File: src/rtl/mips_defs_pkg.sv
// Definitions shared by the fetch unit and the IF/ID register:
// ExcCodes, the NOP encoding and the instruction memory map.
package mips_defs_pkg;

  localparam logic [4:0]  EXC_NONE   = 5'd0;
  localparam logic [4:0]  EXC_ADEL   = 5'd4;
  localparam logic [31:0] NOP        = 32'h0000_0000;

  localparam logic [31:0] PC_RESET   = 32'h0000_3000;
  localparam logic [31:0] IMEM_BASE  = 32'h0000_3000;
  localparam logic [31:0] IMEM_BYTES = 32'h0000_4000;

endpackage

File: src/rtl/sat_counter.sv
// Synchronous up-counter that sticks at all-ones instead of wrapping.
module sat_counter #(
  parameter int WIDTH = 32
) (
  input  logic             clk,
  input  logic             clr,
  input  logic             inc,
  output logic [WIDTH-1:0] count
);

  logic [WIDTH-1:0] count_q;

  always_ff @(posedge clk) begin
    if (clr)
      count_q <= '0;
    else if (inc && (count_q != '1))
      count_q <= count_q + 1'b1;
  end

  assign count = count_q;

endmodule

File: src/rtl/if_id_reg.sv
// IF/ID pipeline register: latches the fetch PC/instruction, holds on stall,
// bubbles on flush, flags fetch address faults and tracks perf counters.
module if_id_reg
  import mips_defs_pkg::*;
#(
  parameter logic [31:0] PC_RESET_VAL = PC_RESET,
  parameter logic [31:0] IMEM_LO      = IMEM_BASE,
  parameter logic [31:0] IMEM_SIZE    = IMEM_BYTES,
  parameter logic [4:0]  EXC_FAULT    = EXC_ADEL
) (
  input  logic        clk,
  input  logic        reset,
  input  logic        stall,
  input  logic        flush,
  input  logic        d_is_jb,
  input  logic [31:0] f_pc,
  input  logic [31:0] f_instr,
  output logic [31:0] d_pc,
  output logic [31:0] d_instr,
  output logic        d_valid,
  output logic [4:0]  d_exc_code,
  output logic        d_bd,
  output logic [31:0] cnt_fetched,
  output logic [31:0] cnt_stall
);

  // Upper bound kept at 33 bits so a map ending at 4 GiB does not wrap to 0.
  localparam logic [32:0] IMEM_HI = {1'b0, IMEM_LO} + {1'b0, IMEM_SIZE};

  logic fault;
  logic load;

  assign fault = (f_pc[1:0] != 2'b00) || (f_pc < IMEM_LO) || ({1'b0, f_pc} >= IMEM_HI);
  assign load  = !flush && !stall;

  always_ff @(posedge clk) begin
    if (reset) begin
      d_pc       <= PC_RESET_VAL;
      d_instr    <= NOP;
      d_valid    <= 1'b0;
      d_exc_code <= EXC_NONE;
      d_bd       <= 1'b0;
    end else if (flush) begin
      d_pc       <= f_pc;
      d_instr    <= NOP;
      d_valid    <= 1'b0;
      d_exc_code <= EXC_NONE;
      d_bd       <= 1'b0;
    end else if (load) begin
      d_pc       <= f_pc;
      d_valid    <= 1'b1;
      d_bd       <= d_is_jb;
      d_instr    <= fault ? NOP : f_instr;
      d_exc_code <= fault ? EXC_FAULT : EXC_NONE;
    end
  end

  sat_counter #(.WIDTH(32)) u_fetch_cnt (
    .clk   (clk),
    .clr   (reset),
    .inc   (load),
    .count (cnt_fetched)
  );

  sat_counter #(.WIDTH(32)) u_stall_cnt (
    .clk   (clk),
    .clr   (reset),
    .inc   (stall && !flush),
    .count (cnt_stall)
  );

endmodule
File: config.mk
export PLATFORM = sky130hd
export DESIGN_NAME = if_id_reg
export DESIGN_NICKNAME = d
export VERILOG_FILES = /design/src/rtl/mips_defs_pkg.sv /design/src/rtl/sat_counter.sv /design/src/rtl/if_id_reg.sv
export SDC_FILE = /design/constraint.sdc
export NUM_CORES = 1
export LEC_CHECK = 0
export ABC_AREA = 1
export BUFFER_PORTS_ARGS = -buffer_cell sky130_fd_sc_hd__buf_2
export CAP_MARGIN = 10
export CELL_PAD_IN_SITES_DETAIL_PLACEMENT = 1
export CELL_PAD_IN_SITES_GLOBAL_PLACEMENT = 2
export CORE_MARGIN = 8
export CORE_UTILIZATION = 27
export CTS_CLUSTER_DIAMETER = 50
export CTS_CLUSTER_SIZE = 28
export DETAILED_ROUTE_END_ITERATION = 10
export PLACE_DENSITY = 0.81
export SLEW_MARGIN = 15
export SYNTH_ARGS = -nofsm -noshare
export SYNTH_HDL_FRONTEND = slang
export SYNTH_SLANG_ARGS = --single-unit
File: constraint.sdc
create_clock -name clk -period 2 [get_ports clk]
set_input_delay 0.2 -clock clk [delete_from_list [all_inputs] [get_ports clk]]
set_output_delay 0.2 -clock clk [all_outputs]
set_load 0.05 [all_outputs]
==> key figures <==
Yosys
  – Top post-synthesis cells by count: nand2_1, nor2_1, dfxtp_1, a21oi_1, inv_1
  – Netlist Area Pre-Place: 6676 um2
  – Post-Syn Area per Cell: 6.533 um2
  – FFs w/ async S/R, synth: 0%
  – Synth Register Bits: 131
  – Most common cell in the netlist: nand2_1
  – Post-synth EDFFs: 0
  – Area leader, netlist: dfxtp_1
  – Mapped Cells: 1022
  – Top-area cell type share of the netlist area: 39.28%
  – Sequential area share after synthesis: 39.28%
  – Top FF cell, synth: dfxtp_1
  – Distinct cells, synth: 26
  – Top cells by area, synth: dfxtp_1, nand2_1, nor2_1
  – Synthesis warning total: 0

Worst setup path
  – CP max FO: 13
  – Flop2flop setup slack: 0.21 ns
  – RR Endpoint: u_fetch_cnt.count[22]$_SDFFE_PP0P_
  – Path depth of the worst reg2reg path: 11
  – Worst path arrival time: 2.10 ns
  – CP Capture Type: flip-flop
  – Crit-path slowest cell: dfxtp_2
  – Cell Chain, Critical Path: ha_1 > inv_1 > nor2_4 > nand2_2 > nor2_4 > nand2_4 > nand2_4 > buf_6 > nor2_1 > nor2_1 > nor2_1
  – CP startpoint: u_fetch_cnt.count[0]$_SDFFE_PP0P_
  – Most used cell, CP: nor2_1
  – CP startpoint kind: flip-flop
  – Crit path kind: reg -> reg
  – Critical path buffers and inverters: 2
  – CP top delay family: simple AND/OR/NAND/NOR gates
  – Critical R2R Launch: u_fetch_cnt.count[0]$_SDFFE_PP0P_
  – CP peak stage delay: 0.37 ns
  – Data required, critical path: 2.31 ns

Min path
  – Hold Startpoint: f_pc[7]
  – Hold endpoint: d_pc[7]$_SDFFE_PP0P_
  – Cell depth of the worst hold path: 3
  – Min-Delay Path Class: in -> reg

GRT
  – Pin count of the biggest net entering global routing: 43
  – First-pass GRT wire length: 41.01 mm
  – GRT overflow: 0
  – Vias in the first global route: 7592
  – Antenna violations before repair: 1
  – Tot GR Track Use: 16.80%

Pwr
  – Cell leakage power: 0.003763 uW
  – PwrDens: 718.5 nW/um2
  – Worst vdd ir: 0.4091 mV

STA
  – Relative slew slack: 27.89%
  – Final Skew: 0.01261 ns
  – Final hold viol count: 0
  – Final setup vio count: 0
  – Final period util: 89.63%
  – Setup TNS: 0 ns
  – Max frequency: 557.8 MHz
  – Min Tclk post-route: 1.793 ns
  – Unrepaired setup endpoints after global routing: false
  – Worst slew pin tran: 1.080 ns
  – Max-slew violations: 0

Floorplan
  – Die Height: 173.3 um
  – Total I/O pin count: 204
  – Die Width: 173.3 um
  – Core area: 24320 um2
  – Die area: 30020 um2
  – Num rows: 57
  – Starting Density: 27.45%

Detailed routing
  – Via count: 7215
  – DRT iter0 DRCs: 307
  – Antenna Nets Post-Route: 0
  – DR WL/cell: 15.74 um
  – First-pass DRT Iterations: 4
  – Routed vias/inst: 4.546
  – Drc violations: 0
  – Total Wirelength: 24.98 mm

Clock network
  – H-tree depth: 4
  – CTS Buf Count: 17
  – Clk slew on worst S/H paths: 0.07 ns
  – Clock Path Buffers: 2
  – Clock Sink Count: 131
  – Post-CTS setup buffers: 0
  – Root Buffer: clkbuf_16
  – CTS tree: done
  – Worst skew pair latency: 0.42 ns

Place
  – PortBufs: 199
  – DPL Wire Length: 19.10 mm
  – Placed cell areas: 8243 um2
  – Gp weighted congestion: 0.8196

Flow run
  – Max Cap Viol: 0

Finish
  – Final nets: 1321
  – Antenna diodes: 0
  – Layout cell share with drive strength beyond 1: 26.52%
  – Design area: 8833 um2
  – Layout Utilization: 36.32%
  – Area Overhead vs Synth: 32.31%
  – Fillers: 3171

Status
  – Status: complete, no violations
[tightest hold or removal path, cell delays in order]
cell	delay, ns
buf_2	0.07
o21ai_0	0.07
nor2_1	0.07
[routing by layer]
layer,vias up,GRT usage [%],share of wire (%)
met2,158,28.12,47
met5,-,0,0.064
met1,3366,19.89,45
met3,14,6.709,7.3
li1,3675,-,-
met4,2,3.845,1.0
[placed cells by master, fill, tap and decap left out, types with 3 or more instances in the layout]
cell and count:
nand2_2 14, a21oi_2 19, nand3_1 69, inv_6 4, inv_1 70, nand2_1 327
nor2_4 4, buf_4 47, nand4_1 11, dfxtp_2 4, nand2_4 4, nor2_2 5
buf_2 199, nor2_1 172, a21oi_1 74, o21ai_0 40, xor2_1 18, dfxtp_1 127
conb_1 4, inv_8 4, xnor2_1 10, clkinv_4 3, clkbuf_16 17
[what timing repair did]
item / in CTS / in global routing
gates resized for setup: 0 / 6
endpoints found under the hold margin: 1 / 0
hold buffers: 1 / 0
endpoints found under the setup margin: 0 / 38
[logic make-up after synthesis]
kind of cell | synth area share [%]
flip-flops | 39.28
XOR/XNOR | 3.673
buffers and inverters | 7.815
AO/OA/AOI/OAI | 11.04
other | 0.05617
adder cells (fa/ha/maj) | 0.3748
AND/OR/NAND/NOR | 37.76
[registers in the layout (all words and copies together) (netlist names)]
signal             count
u_fetch_cnt.count     32
u_stall_cnt.count     32
d_pc                  32
d_bd                   1
d_exc_code             1
d_instr               32
d_valid                1
[through the flow]
step / hold slack [ns] / instances / power (uW) / setup slack [ns]
after floorplan: 0.3132 / 1025 / 3155 / 0.07843
after global placement: 0.4197 / 1554 / 3348 / 0.1535
after detailed placement: 0.4363 / 1554 / 3353 / 0.09952
after CTS: 0.003363 / 1587 / 6463 / 0.1034
after global routing: 0.01554 / 1587 / 6635 / 0.02764
final: 0.02430 / 1587 / 6347 / 0.2074
[area by class of cell]
type	instances	area [um2]	share of cell area, %
multi-input combinational	778	3556	40.25
sequential	131	2628	29.75
timing repair buffer	250	1401	15.86
clock buffer	17	425.4	4.816
tap	324	405.4	4.589
inverter	72	275.3	3.116
clock inverter	15	142.6	1.615
[power by group]
group,total (uW),internal [uW],switching (uW),leakage [uW]
logic,591,146,445,0.00242
clock network,3060,1650,1410,0.000275
registers,2700,2660,31.5,0.00107
total,6350,4460,1890,0.00376
[worst max path at each step]
stage	slack (ns)	endpoint	cells after the start
finish	0.21	u_fetch_cnt.count[22]$_SDFFE_PP0P_	11
global route	0.03	u_fetch_cnt.count[3]$_SDFFE_PP0P_	10
CTS	0.10	u_fetch_cnt.count[12]$_SDFFE_PP0P_	10
detailed placement	0.1	u_fetch_cnt.count[12]$_SDFFE_PP0P_	10
global placement	0.15	u_fetch_cnt.count[30]$_SDFFE_PP0P_	10
floorplan	0.08	u_stall_cnt.count[28]$_SDFFE_PP0P_	10
Note: power is estimated with default switching activity, not from simulation.
